## src/rtl/instruction_fetch_pkg.sv

```systemverilog
// instruction_fetch_pkg
// Shared definitions for the instruction fetch unit and the downstream decoder:
// fetch FSM state encoding, instruction geometry and the CBUS field positions.
// No ports (package).
package instruction_fetch_pkg;

  // Instruction geometry: three bytes, opcode byte first.
  localparam int unsigned INSTR_W     = 24;
  localparam int unsigned INSTR_BYTES = 3;

  // CBUS field positions, shared with the decoder.
  localparam int unsigned OPCODE_MSB = 23;
  localparam int unsigned OPCODE_LSB = 16;
  localparam int unsigned GROUP_MSB  = 23;
  localparam int unsigned GROUP_LSB  = 21;
  localparam int unsigned ARGS_MSB   = 15;
  localparam int unsigned ARGS_LSB   = 0;

  // Byte lanes of CBUS filled by the second and third reads.
  localparam int unsigned BYTE1_MSB = 15;
  localparam int unsigned BYTE1_LSB = 8;
  localparam int unsigned BYTE2_MSB = 7;
  localparam int unsigned BYTE2_LSB = 0;

  typedef enum logic [2:0] {
    StIdle   = 3'd0,
    StFetch0 = 3'd1,
    StFetch1 = 3'd2,
    StFetch2 = 3'd3,
    StHold   = 3'd4
  } fetch_state_e;

  // Offset of the byte being read relative to the instruction base address.
  function automatic logic [1:0] byte_offset(fetch_state_e st);
    logic [1:0] off;
    off = 2'd0;
    case (st)
      StFetch1: off = 2'd1;
      StFetch2: off = 2'd2;
      default:  off = 2'd0;
    endcase
    return off;
  endfunction

endpackage

```

## src/rtl/instruction_fetch_pc.sv

```systemverilog
// instruction_fetch_pc
// Holds the base address of the instruction currently being fetched.
// Ports:
//   CLK        clock, state updates on posedge
//   RST        synchronous active-high reset, loads RESET_PC
//   load_i     redirect: take target_i (wins over incr_i)
//   target_i   redirect address
//   incr_i     advance to the next sequential instruction (+3, wrapping)
//   fetch_pc_o current fetch base address
module instruction_fetch_pc
  import instruction_fetch_pkg::*;
#(
  parameter int unsigned         ADDR_W   = 16,
  parameter logic [ADDR_W-1:0]   RESET_PC = '0
) (
  input  logic              CLK,
  input  logic              RST,
  input  logic              load_i,
  input  logic [ADDR_W-1:0] target_i,
  input  logic              incr_i,
  output logic [ADDR_W-1:0] fetch_pc_o
);

  logic [ADDR_W-1:0] fetch_pc_q;

  // Addition is at ADDR_W bits, so it wraps modulo 2^ADDR_W.
  always_ff @(posedge CLK) begin
    if (RST) begin
      fetch_pc_q <= RESET_PC;
    end else if (load_i) begin
      fetch_pc_q <= target_i;
    end else if (incr_i) begin
      fetch_pc_q <= fetch_pc_q + ADDR_W'(INSTR_BYTES);
    end
  end

  assign fetch_pc_o = fetch_pc_q;

endmodule

```

## src/rtl/instruction_fetch.sv

```systemverilog
// instruction_fetch
// Reads 24-bit instructions as three byte reads from an 8-bit memory bus and
// presents them to the decoder on CBUS with a valid/ack handshake. PC_LOAD
// redirects fetch at any time.
// Ports:
//   CLK, RST               clock and synchronous active-high reset
//   MEM_ADDR, MEM_RD       byte read request (address valid while MEM_RD)
//   MEM_RDY, MEM_DATA      read completion and data
//   CBUS, CBUS_VALID       assembled instruction and its qualifier
//   CBUS_ACK               decoder consumes CBUS
//   PC_LOAD, PC_TARGET     fetch redirect
//   PC                     address of the instruction on CBUS
module instruction_fetch
  import instruction_fetch_pkg::*;
#(
  parameter int unsigned       ADDR_W   = 16,
  parameter logic [ADDR_W-1:0] RESET_PC = '0
) (
  input  logic               CLK,
  input  logic               RST,
  output logic [ADDR_W-1:0]  MEM_ADDR,
  output logic               MEM_RD,
  input  logic               MEM_RDY,
  input  logic [7:0]         MEM_DATA,
  output logic [INSTR_W-1:0] CBUS,
  output logic               CBUS_VALID,
  input  logic               CBUS_ACK,
  input  logic               PC_LOAD,
  input  logic [ADDR_W-1:0]  PC_TARGET,
  output logic [ADDR_W-1:0]  PC
);

  fetch_state_e       state_q, state_d;
  logic [INSTR_W-1:0] cbus_q, cbus_d;
  logic               valid_q, valid_d;
  logic [ADDR_W-1:0]  pc_q, pc_d;
  logic [ADDR_W-1:0]  fetch_pc;
  logic               pc_incr;

  instruction_fetch_pc #(
    .ADDR_W   (ADDR_W),
    .RESET_PC (RESET_PC)
  ) u_fetch_pc (
    .CLK        (CLK),
    .RST        (RST),
    .load_i     (PC_LOAD),
    .target_i   (PC_TARGET),
    .incr_i     (pc_incr),
    .fetch_pc_o (fetch_pc)
  );

  always_comb begin
    state_d = state_q;
    cbus_d  = cbus_q;
    valid_d = valid_q;
    pc_d    = pc_q;
    pc_incr = 1'b0;

    unique case (state_q)
      StIdle: state_d = StFetch0;
      StFetch0: begin
        if (MEM_RDY) begin
          cbus_d[OPCODE_MSB:OPCODE_LSB] = MEM_DATA;
          state_d                       = StFetch1;
        end
      end
      StFetch1: begin
        if (MEM_RDY) begin
          cbus_d[BYTE1_MSB:BYTE1_LSB] = MEM_DATA;
          state_d                     = StFetch2;
        end
      end
      StFetch2: begin
        if (MEM_RDY) begin
          cbus_d[BYTE2_MSB:BYTE2_LSB] = MEM_DATA;
          state_d                     = StHold;
          valid_d                     = 1'b1;
          pc_d                        = fetch_pc;
        end
      end
      StHold: begin
        if (CBUS_ACK) begin
          valid_d = 1'b0;
          pc_incr = 1'b1;
          state_d = StFetch0;
        end
      end
      default: state_d = StIdle;
    endcase

    // Redirect discards any byte captured this cycle; an ack in HOLD is still
    // honoured (valid drops) but the fetch base comes from PC_TARGET.
    if (PC_LOAD) begin
      state_d = StFetch0;
      valid_d = 1'b0;
      cbus_d  = cbus_q;
      pc_d    = pc_q;
      pc_incr = 1'b0;
    end
  end

  always_ff @(posedge CLK) begin
    if (RST) begin
      state_q <= StIdle;
      cbus_q  <= '0;
      valid_q <= 1'b0;
      pc_q    <= RESET_PC;
    end else begin
      state_q <= state_d;
      cbus_q  <= cbus_d;
      valid_q <= valid_d;
      pc_q    <= pc_d;
    end
  end

  assign MEM_RD     = (state_q == StFetch0) || (state_q == StFetch1) ||
                      (state_q == StFetch2);
  assign MEM_ADDR   = fetch_pc + ADDR_W'(byte_offset(state_q));
  assign CBUS       = cbus_q;
  assign CBUS_VALID = valid_q;
  assign PC         = pc_q;

endmodule

```

## config.mk

```make
export PLATFORM = sky130hd
export DESIGN_NAME = instruction_fetch
export DESIGN_NICKNAME = d
export VERILOG_FILES = /design/src/rtl/instruction_fetch_pkg.sv /design/src/rtl/instruction_fetch_pc.sv /design/src/rtl/instruction_fetch.sv
export SDC_FILE = /design/constraint.sdc
export NUM_CORES = 1
export LEC_CHECK = 0
export BUFFER_PORTS_ARGS = -buffer_cell sky130_fd_sc_hd__buf_2
export CAP_MARGIN = 20
export CORE_ASPECT_RATIO = 1.75
export CORE_MARGIN = 5
export CORE_UTILIZATION = 55
export CTS_CLUSTER_SIZE = 10
export DETAILED_ROUTE_END_ITERATION = 10
export GPL_ROUTABILITY_DRIVEN = 0
export GPL_TIMING_DRIVEN = 0
export PLACE_DENSITY = 0.94
export SLEW_MARGIN = 20
export SYNTH_ARGS = -nofsm -noshare
export SYNTH_HDL_FRONTEND = slang
export SYNTH_HIERARCHICAL = 1
export SYNTH_SLANG_ARGS = --single-unit
```

## constraint.sdc

```tcl
create_clock -name CLK -period 4.4 [get_ports CLK]
set_input_delay 0.22 -clock CLK [delete_from_list [all_inputs] [get_ports CLK]]
set_output_delay 0.22 -clock CLK [all_outputs]
set_load 0.01 [all_outputs]
```

Yosys cells after proc, flatten, opt, wreduce, memory -nomap -nowiden
Index checks and enable logic that the tools add are counted.
Word-level totals
  register bits: 60
  latch bits: 0
  RAM bits: 0
  ROM bits: 0
  bits of input ports: 29
  output and inout bits: 58
  logic and storage cells: 50
  memories kept: 0
Cells by class
  $add $sub $neg: 2
  $mul: 0
  div/mod/pow operators: 0
  magnitude comparators: 0
  equality and inequality tests: 12
  shift operators: 0
  mux-type cells: 15
  bitwise operators: 1
  reduce and logical (&&, ||, !) cells: 12
Operator list (number)
  two-way mux 16 bit: 2
  adder 16 x 2 -> 16 bit: 1
  adder 16 x 2 -> 16 bit, second input constant: 1
  one-hot mux 3 bit (5 select lines): 1
  two-way mux 3 bit: 4
  inequality test 3 bit, second input constant: 4
  AND reduction 3 bit: 4
  inequality test 2 bit, second input constant: 4
  AND reduction 4 bit: 2
  == test 3 x 2 -> 1 bit, second input constant: 2
  two-way mux 1 bit: 6
  one-hot mux 2 bit (2 select lines): 1
  nonzero test 2 bit: 2
  == test 3 x 1 -> 1 bit, second input constant: 1
  == test 3 bit, second input constant: 1
  zero test 3 bit: 1
  logical OR 1 bit: 2
  one-hot mux 1 bit (2 select lines): 1
  OR reduction 2 bit: 1
  inverter 1 bit: 1

Depth between registers and ports, before layout
Gate-level depths: netlist of the first run.
  word-level depth: 5
  gate-level depth with buffers: 9
  gate-level depth less buffers: 7

Cells and area by module
The synthesis of the first run kept the hierarchy.
By module, submodules not included
  instruction_fetch: instances 1, cells an instance 235, area each 1988.2 um2, seq. area each 880.8 um2
  instruction_fetch_pc: instances 1, cells an instance 110, area each 889.6 um2, seq. area each 320.3 um2

Worst setup path after synthesis of the first run
OpenSTA, ideal clock, no wires.
  kind: register to output
  from: reg state_q[1]
  to: out MEM_ADDR[14]
  arrival time: 2.220 ns
  data required time: 4.180 ns
  setup slack: 1.960 ns
  stages on the path, launching flop included: 10
  path buffers: 2
  cell sequence: dfxtp_1 clkbuf_1 nor3b_1 ha_1 inv_1 fa_1 or3b_1 buf_6 nor3_4 xor2_1
On the way
  longest elaborated chain between the ends: 3
  elaborated cells on any way between the ends: 4
  classes of those cells: 1 x add/sub; 2 x eq/ne; 1 x mux
RTL lines
  start, declared: RTL line instruction_fetch.sv:33  | fetch_state_e state_q, state_d;
  start signal, assigned: RTL line instruction_fetch.sv:104  | state_q <= StIdle;
  start signal, assigned: RTL line instruction_fetch.sv:109  | state_q <= state_d;
  == test 3 x 2 -> 1 bit: RTL line instruction_fetch_pkg.sv:37  | case (st)
  one-hot mux 2 bit (2 select lines) (*): RTL line instruction_fetch_pkg.sv:37
  adder 16 x 2 -> 16 bit (*): RTL line instruction_fetch.sv:118  | assign MEM_ADDR = fetch_pc + ADDR_W'(byte_offset(state_q));
  end, declared: RTL line instruction_fetch.sv:21  | output logic [ADDR_W-1:0] MEM_ADDR,
Mark *: on every way between the ends. The rest lies on a longest branch, timed or not.

Final worst setup path of the first run
  from: reg state_q[0]
  to: out MEM_ADDR[14]
Same word-level chain as after synthesis.

==> impl_metrics.yaml, run 1 <==
placement:
  numPlacedInstances: 485
  detailed_place_hpwl_mm: 5.61
  postPlaceCellArea_um2: 3370
  dpl_worst_slack_ps: 1670
  numPortBuffers: 85
power:
  vdd_ir_drop_max_v: 0.000388
  internal_power_w: 0.000950
  p_seq_share_pct: 46.9
  clock_power_share_pct: 44.6
  sw_frac_of_total_pct: 23.6
  power.leakage_nw: 1.62
  p_per_area_nw_per_um2: 346
  pwr-share-comb_pct: 8.5
  netSwitchingPower_w: 0.000293
synthesis:
  synth-warning-count: 6
  post_synth_num_cell_types: 47
  yosys-top-cells-area: "dfxtp_1 (42%), nand2_1 (8.2%), a21oi_1 (5.9%), xnor2_1 (5.8%), mux2i_1 (5.6%)"
  synthMostInstantiatedCell: "nand2_1"
  fraction_of_registers_with_async_set_reset_pct: 0
  ys_seq_area_share_pct: 41.7
  synth-main-ff-cell: "dfxtp_1"
  synth-edff-count: 0
  yosysTopAreaCellShare_pct: 41.7
  synth_area_um2: 2880
  synthTopCellsByCount: "nand2_1 (63), dfxtp_1 (60), nor2_1 (38)"
  number_of_synthesized_register_bits: 60
  postSynthNetCount: 378
  synth.avg_cell_area_um2: 8.34
  synth_area_leader_cell: "dfxtp_1"
  postSynthCellCount: 345
timing:
  rsz_0062_raised_after_global_routing: "false"
  finalMaxSlewViolations: 0
  fin_tns_setup_ps: 0
  relSlewSlack_pct: 56.5
  clock.fmax_mhz: 319
  finalCritPeriodShare_pct: 71.2
  finalHoldViolCount: 0
  tightest_slew_ps: 651
  skew_ps: 4.84
  period_minus_slack_ps: 3130
  postLayoutSetupSlackWorst_ps: 1270
  endpoints_failing_setup: 0
die:
  coreArea_um2: 5170
  dieWidth_um: 64.7
  fp.dieArea_um2: 6840
  rows: 35
  ioPinCount: 87
  initial_core_util_pct: 55.7
  floorplan.die.height_um: 106
detailed_routing:
  total_wirelength_of_the_detailed_routed_design_mm: 7.25
  top_signal_layer_used: "met4"
  detailedRoute.firstPassIterationCount: 4
  via_density_per_instance: 5.44
  final_antenna_net_count: 0
  overall_via_count_from_detail_route: 2721
  drtIter0Drc: 171
  met2WireLength_mm: 3.85
  routedLengthMet1_mm: 2.66
  drcViolationCount: 0
  route.met3.wl_um: 508
  wl_per_cell_um: 14.5
cells_and_area:
  antenna_cells_inserted: 0
  design.final.nets: 474
  areaGrowthSynthToFinish_pct: 25.0
  stdcell_area_um2: 3600
  drive_above_1_share_pct: 26.1
  layout.cells.non_filler: 500
global_routing:
  grt_max_degree: 12
  track_usage_pct: 22.6
  vias_in_the_first_global_route: 2683
  grt_overflow_total: 0
  antenna_found_initial: 0
  grt_first_pass_wirelength_mm: 12.2
critical_path:
  stages_on_the_worst_setup_path: 10
  critPathLaunchType: "flop"
  crit_path_end_kind: "output pin"
  arrival_ps: 2910
  slowest_stage: "fa_1"
  ff2ff_path_depth: 8
  slowest_delay_ps: 450
  cell_by_cell_trace_of_the_critical_path: "clkbuf_1 -> nand2_1 -> nor2_1 -> inv_1 -> fa_1 -> or3b_1 -> buf_6 -> nor3_4 -> xor2_1 -> buf_2"
  crit_family: "simple AND/OR/NAND/NOR gates"
  timing.critical_path.buf_inv: 4
  critPathRequiredTime_ps: 4180
  cp_max_fo: 9
  timing.setup.critical_path_class: "reg2out"
min_path:
  hold_crit_path_type: "in2reg"
  whs_path_depth: 3
clock_network:
  post_cts_hold_fix_bufs: 0
  cts_max_level: 3
  clock-sinks: 60
  post_cts.repair.setup_buffers: 0
  tritoncts.num_buffers: 9
  cts.root.buffer_cell: "clkbuf_8"
  cts-resized-gates: 0
  clkTransAtPathRegs_ps: 60
  insertion_delay_ps: 330
  tritoncts: "yes"
  cts.path.max_buffers: 2
job:
  cap_violations: 0
outcome:
  run_status: "complete, no violations"
==> per-stage QoR <==
stage	utilization (%)	hold WS, ps	power [W]
floorplan	-	298	0.000652
global placement	65.3	441	0.000696
detailed placement	65.3	446	0.000700
CTS	69.6	108	0.00125
global route	69.6	123	0.00129
finish	69.6	132	0.00124
==> registers in the layout, indices dropped and copies added (netlist names) <==
name	flops
CBUS	24
CBUS_VALID	1
PC	16
state_q	3
u_fetch_pc/fetch_pc_o	16
==> cells by family (layout without fill, tap and decap cells) <==
kind of cell / after synthesis / after routing / synth area share, %
flip-flops: 60 / 60 / 41.7
multiplexers: 16 / 16 / 5.57
AO/OA/AOI/OAI: 54 / 54 / 11.2
buffers and inverters: 34 / 134 / 5.70
adder cells (fa/ha/maj): 4 / 4 / 2.00
XOR/XNOR: 27 / 27 / 8.22
AND/OR/NAND/NOR: 150 / 150 / 25.6
==> per-layer routing <==
metal	GRT usage [%]	vias up
met4	13.5	0
met1	23.6	1224
met3	5.54	21
met2	39.9	122
li1	-	1354
met5	0	-
==> placed cells by master (no fill, tap or decap), types with 4 or more instances in the layout <==
master / netlist / routed
a211oi_1: 10 / 10
a21oi_1: 34 / 34
buf_2: 2 / 87
buf_6: 4 / 4
clkbuf_1: 14 / 14
clkbuf_8: 0 / 11
dfxtp_1: 60 / 60
inv_1: 12 / 12
mux2i_1: 16 / 16
nand2_1: 63 / 63
nand3_1: 8 / 8
nand4_1: 4 / 4
nor2_1: 38 / 38
nor3_1: 6 / 6
nor4_1: 6 / 6
xnor2_1: 19 / 19
xor2_1: 8 / 8
==> worst min-delay path: cells and delay by family <==
family / cells / cell delay [ps]
buffers and inverters: 1 / 90
and+or+nand+nor: 1 / 50
AOI/OAI and AO/OA: 1 / 50
==> worst paths after layout <==
kind | startpoint | to | slack, ps
setup / recovery | state_q[0] | MEM_ADDR[14] | 1270
hold / removal | PC_TARGET[4] | u_fetch_pc/fetch_pc_o[4] | 130
setup reg to reg | state_q[0] | u_fetch_pc/fetch_pc_o[15] | 1650
hold reg to reg | PC[10] | PC[10] | 450
==> power by group through the flow <==
stage | logic (W) | registers (W) | clock network, W
after floorplan | 0.0000617 | 0.000590 | 0
after global placement | 0.000103 | 0.000593 | 0
after detailed placement | 0.000106 | 0.000595 | 0
after CTS | 0.000106 | 0.000583 | 0.000564
after global routing | 0.000117 | 0.000586 | 0.000589
final | 0.000106 | 0.000583 | 0.000554
==> final cells by class <==
class	count	area [µm²]
Fill cell	409	1570
Sequential cell	60	1200
Tap cell	55	68.8
Clock buffer	11	151
Timing Repair Buffer	85	425
Inverter	12	45.0
Multi-Input combinational cell	251	1510
Clock inverter	4	72.6
Buffer	22	119
Note: power is estimated with default switching activity, not from simulation.
==> inputs of run 2 (changes only) <==
CORE_UTILIZATION = 51   (was 55)
PLACE_DENSITY = 0.88   (was 0.94)
clock period = 3.3 ns   (was 4.4 ns; I/O delays follow)
==> impl_metrics.yaml, run 2 (synthesis results as in run 1) <==
global_routing:
  grt_overflow_total: 0
  grtUsageMet2_pct: 38.1
  grt_first_pass_wirelength_mm: 11.5
  global_route.usage.met3_pct: 4.91
  vias_in_the_first_global_route: 2555
  grt_max_degree: 12
  antenna_found_initial: 0
  track_usage_pct: 21.1
  grt.busiest_layer: "met2"
  grt_util_met1_pct: 20.6
cells_and_area:
  fillCellCount: 489
  antenna_cells_inserted: 0
  drive_above_1_share_pct: 26.2
  layout.core_utilization_pct: 65.6
  largest_register_ff_count: 24
  areaGrowthSynthToFinish_pct: 26.3
  layout.cells.non_filler: 522
  final_common_cell: "buf_2"
  commonest_cells_after_routing_fill_and_taps_aside: "buf_2 (87), nand2_1 (63), dfxtp_1 (60), nor2_1 (38), a21oi_1 (34)"
  design.final.nets: 474
clock_network:
  post_cts.repair.setup_buffers: 0
  tritoncts.num_buffers: 9
  clkTransAtPathRegs_ps: 60
  cts.root.buffer_cell: "clkbuf_8"
  cts.path.max_buffers: 2
  post_cts_hold_fix_bufs: 0
  insertion_delay_ps: 340
  cts_max_level: 3
  cts-resized-gates: 0
  tritoncts: "yes"
  clock-sinks: 60
min_path:
  hold_crit_path_type: "in2reg"
  whs_path_depth: 3
  hold_path_end: "u_fetch_pc/fetch_pc_o[3]"
  min_delay_src: "PC_TARGET[3]"
detailed_routing:
  total_wirelength_of_the_detailed_routed_design_mm: 7.34
  drcViolationCount: 0
  final_antenna_net_count: 0
  drtIter0Drc: 107
  overall_via_count_from_detail_route: 2681
  detailedRoute.firstPassIterationCount: 4
  wl_per_cell_um: 14.1
  via_density_per_instance: 5.14
placement:
  detailed_place_hpwl_mm: 5.58
  numPortBuffers: 85
  numPlacedInstances: 506
  dpl_worst_slack_ps: 603
timing:
  finalCritPeriodShare_pct: 92.9
  period_minus_slack_ps: 3070
  tightest_slew_ps: 610
  finalHoldViolCount: 0
  endpoints_failing_setup: 0
  fin_tns_setup_ps: 0
  skew_ps: 3.68
  postLayoutSetupSlackWorst_ps: 234
  finalMaxSlewViolations: 0
  rsz_0062_raised_after_global_routing: "false"
  clock.fmax_mhz: 326
  relSlewSlack_pct: 59.2
critical_path:
  ff2ff_path_depth: 8
  path_common_cell: "nor2_1"
  arrival_ps: 2900
  slowest_stage: "fa_1"
  critPathLaunchType: "flop"
  cp_max_fo: 9
  cell_by_cell_trace_of_the_critical_path: "clkbuf_1 -> nand2_1 -> nor2_1 -> inv_1 -> fa_1 -> or3b_1 -> buf_6 -> nor2_1 -> xor2_1 -> buf_2"
  timing.rr.start: "state_q[1]"
  crit_family: "simple AND/OR/NAND/NOR gates"
  timing.setup.critical_path_class: "reg2out"
  timing.critical_path.buf_inv: 4
  critPathRequiredTime_ps: 3130
  slowest_delay_ps: 450
  timing.rr.end: "u_fetch_pc/fetch_pc_o[15]"
  crit_path_end_kind: "output pin"
  reg2reg_slack_ps: 570
power:
  vdd_ir_drop_max_v: 0.000347
  p_per_area_nw_per_um2: 463
  power.leakage_nw: 1.63
  total_power_w: 0.00168
die:
  floorplan.die.height_um: 109
  dieWidth_um: 66.8
  coreArea_um2: 5540
  fp.dieArea_um2: 7300
  rows: 36
  ioPinCount: 87
  initial_core_util_pct: 51.9
outcome:
  run_status: "complete, no violations"
job:
  cap_violations: 0
[run 2: changes by cell type in the layout (fill, tap and decap cells not counted), sizes merged]
cell	delta
clkinvlp	-1
clkinv	+1
clkbuf	+1
[run 2: worst max path at each step]
| stage | start | endpoint | slack (ps) | depth (start not counted) |
|---|---|---|---|---|
| floorplan | state_q[1] | MEM_ADDR[14] | 920 | 9 |
| global placement | state_q[0] | MEM_ADDR[12] | 680 | 10 |
| detailed placement | state_q[0] | MEM_ADDR[10] | 600 | 10 |
| CTS | state_q[0] | MEM_ADDR[10] | 220 | 10 |
| global route | state_q[0] | MEM_ADDR[10] | 30 | 10 |
| finish | state_q[0] | MEM_ADDR[10] | 230 | 10 |
[run 2: routing by layer]
| metal | wire length, µm | part of all wire, % |
|---|---|---|
| met1 | 2670 | 36 |
| met4 | 262 | 3.6 |
| met2 | 3960 | 54 |
| met5 | 0 | 0 |
| met3 | 458 | 6.2 |
[run 2: report_power, final]
group	internal, W	leakage, nW	switching, W
clock network	0.000484	0.122	0.000282
registers	0.000743	0.488	0.0000337
logic	0.0000629	1.02	0.0000780
total	0.00129	1.63	0.000394
[run 2: area by class of cell]
| type | count | area [µm²] | area share (%) |
|---|---|---|---|
| Multi-Input combinational cell | 251 | 1510 | 41.6 |
| Buffer | 22 | 119 | 3.27 |
| Timing Repair Buffer | 85 | 425 | 11.7 |
| Clock inverter | 4 | 70.1 | 1.93 |
| Sequential cell | 60 | 1200 | 33.1 |
| Tap cell | 76 | 95.1 | 2.62 |
| Clock buffer | 12 | 165 | 4.55 |
| Inverter | 12 | 45.0 | 1.24 |
[run 2: worst min-delay path: stages]
cell	delay, ps
buf_2	90
nand2_1	50
a21oi_1	50
[run 2: metrics by stage]
stage               hold slack [ps]  cell area, µm²
global placement                409            3400
global route                   47.1            3630
detailed placement              417            3400
floorplan                       243            2880
CTS                            41.6            3630
finish                         64.8            3630
==> inputs of run 3 (changes only) <==
ABC_AREA = 1   (was unset)
CORE_UTILIZATION = 53   (was 51)
PLACE_DENSITY = 0.9   (was 0.88)
RECOVER_POWER = 100   (was unset)
==> impl_metrics.yaml, run 3 <==
outcome:
  run_status: "complete, no violations"
placement:
  detailed_place_hpwl_mm: 6.74
  numPortBuffers: 86
cells_and_area:
  commonest_cells_after_routing_fill_and_taps_aside: "nand2_1 (116), clkbuf_1 (71), dfxtp_1 (60), inv_1 (45), nor2_1 (43)"
  drive_above_1_share_pct: 15.3
  largest_register_ff_count: 24
  areaGrowthSynthToFinish_pct: 17.8
  fillCellCount: 551
  final_common_cell: "nand2_1"
  design.final.nets: 564
  antenna_cells_inserted: 0
power:
  vdd_ir_drop_max_v: 0.000418
  internal_power_w: 0.00122
  pwr-share-comb_pct: 10.0
  clock_power_share_pct: 43.1
  netSwitchingPower_w: 0.000424
  power.leakage_nw: 1.45
  sw_frac_of_total_pct: 25.7
  p_per_area_nw_per_um2: 438
  p_seq_share_pct: 46.9
global_routing:
  grt_first_pass_wirelength_mm: 14.0
  vias_in_the_first_global_route: 3113
  grt_max_degree: 11
  grt_overflow_total: 0
  antenna_found_initial: 0
  track_usage_pct: 24.0
die:
  dieWidth_um: 68.7
  floorplan.die.height_um: 113
  fp.dieArea_um2: 7740
  coreArea_um2: 5880
  initial_core_util_pct: 54.4
  ioPinCount: 87
  rows: 37
detailed_routing:
  overall_via_count_from_detail_route: 3291
  final_antenna_net_count: 0
  wl_per_cell_um: 14.6
  total_wirelength_of_the_detailed_routed_design_mm: 8.93
  via_density_per_instance: 5.37
  drtIter0Drc: 262
  drcViolationCount: 0
  detailedRoute.firstPassIterationCount: 5
synthesis:
  synth-warning-count: 6
  synthMostInstantiatedCell: "nand2_1"
  synth.avg_cell_area_um2: 7.36
  yosys-top-cells-area: "dfxtp_1 (38%), nand2_1 (14%), inv_1 (4.8%), a21oi_1 (4.7%), nor2_1 (4.5%)"
  fraction_of_registers_with_async_set_reset_pct: 0
  post_synth_num_cell_types: 36
  synth-edff-count: 0
  synth_area_leader_cell: "dfxtp_1"
  synthTopCellsByCount: "nand2_1 (116), dfxtp_1 (60), inv_1 (41)"
  number_of_synthesized_register_bits: 60
  postSynthNetCount: 467
  postSynthCellCount: 434
  synth_area_um2: 3200
  synth-main-ff-cell: "dfxtp_1"
  ys_seq_area_share_pct: 37.6
  yosysTopAreaCellShare_pct: 37.6
clock_network:
  cts-resized-gates: 0
  cts.root.buffer_cell: "clkbuf_8"
  tritoncts: "yes"
  post_cts_hold_fix_bufs: 0
  cts.path.max_buffers: 2
  clock-sinks: 60
  insertion_delay_ps: 350
  cts_max_level: 3
  clkTransAtPathRegs_ps: 60
  tritoncts.num_buffers: 9
  post_cts.repair.setup_buffers: 0
timing:
  hold-worst-slack_ps: 79.8
  skew_ps: 8.30
  clock.fmax_mhz: 326
  endpoints_failing_setup: 0
  period_minus_slack_ps: 3070
  relSlewSlack_pct: 58.2
  finalCritPeriodShare_pct: 93.0
  finalHoldViolCount: 0
  fin_tns_setup_ps: 0
  rsz_0062_raised_after_global_routing: "false"
  tightest_slew_ps: 624
  finalMaxSlewViolations: 0
critical_path:
  crit_path_end_kind: "output pin"
  cp_max_fo: 4
  critPathRequiredTime_ps: 3130
  timing.setup.critical_path_class: "reg2out"
  critPathLaunchType: "flop"
  arrival_ps: 2900
job:
  cap_violations: 0
min_path:
  hold_crit_path_type: "in2reg"
==> run 3: cell count changes after synthesis, sizes merged, moves of 6 or more <==
| cell | before | now |
|---|---|---|
| a21oi | 34 | 45 |
| a22oi | 0 | 12 |
| clkbuf | 14 | 6 |
| inv | 12 | 48 |
| mux2i | 16 | 0 |
| nand2 | 63 | 129 |
| nand3 | 10 | 25 |
| nor2 | 40 | 47 |
| nor4 | 6 | 0 |
| o21ai | 2 | 8 |
| xnor2 | 19 | 5 |
==> run 3: kinds of logic after synthesis <==
logic type      share of synthesized area (%)
fa+ha+maj                                1.80
flops                                    37.6
xor+xnor                                 4.93
buf+inv                                  8.50
simple gates                             29.3
compound gates                           17.9
==> run 3: final cells by class <==
cell class	instances	area [µm²]	area share, %
plain buffers	14	67.6	1.79
clock buffers	11	131	3.49
clock inverters	4	75.1	1.99
inverters	48	180	4.79
multi-input cells	312	1650	43.9
flip-flops and latches	60	1200	31.9
well taps	78	97.6	2.59
repair buffers	86	358	9.50
==> run 3: stage by stage <==
step / cells / util [%] / setup WS (ps) / instance area (µm²) / power, W
after floorplan: 434 / - / 1150 / 3200 / 0.000889
after global placement: 598 / 63.3 / 845 / 3720 / 0.000956
after detailed placement: 598 / 63.3 / 710 / 3720 / 0.000962
after CTS: 613 / 66.8 / 269 / 3930 / 0.00167
after global routing: 613 / 64.0 / 54.6 / 3760 / 0.00171
final: 613 / 64.0 / 232 / 3760 / 0.00165
==> run 3: routing by layer <==
layer	part of all wire (%)	vias up	track usage, %
li1	-	1593	-
met1	35	1501	24.4
met2	52	154	42.7
met3	7.5	43	4.27
met4	4.7	0	15.4
met5	0	-	0
==> run 3: final timing paths <==
path               from  cells past startpoint                   endpoint  slack (ps)
max          state_q[2]                     12               MEM_ADDR[14]         230
min                 RST                      2   u_fetch_pc/fetch_pc_o[7]          80
max reg2reg  state_q[0]                      7  u_fetch_pc/fetch_pc_o[13]        1270
min reg2reg    CBUS[20]                      2                   CBUS[20]         460
==> run 3: power by group through the flow <==
stage | sequential [W] | clock (W) | combinational [W]
2_1_floorplan | 0.000785 | 0 | 0.000104
3_3_place_gp | 0.000788 | 0 | 0.000167
3_5_place_dp | 0.000789 | 0 | 0.000173
4_1_cts | 0.000773 | 0.000719 | 0.000174
5_1_grt | 0.000777 | 0.000750 | 0.000180
6_report | 0.000773 | 0.000710 | 0.000165
==> run 3: critical path, cell delays in order, from the launching register on <==
cell and delay (ps):
dfxtp_1 330, inv_1 120, nand2_1 90, nor2_1 170, ha_1 210, inv_1 60, fa_1 400, inv_1 70
nand2_1 60, nor3_1 450, nand3_1 200, xor2_1 200, clkbuf_1 190
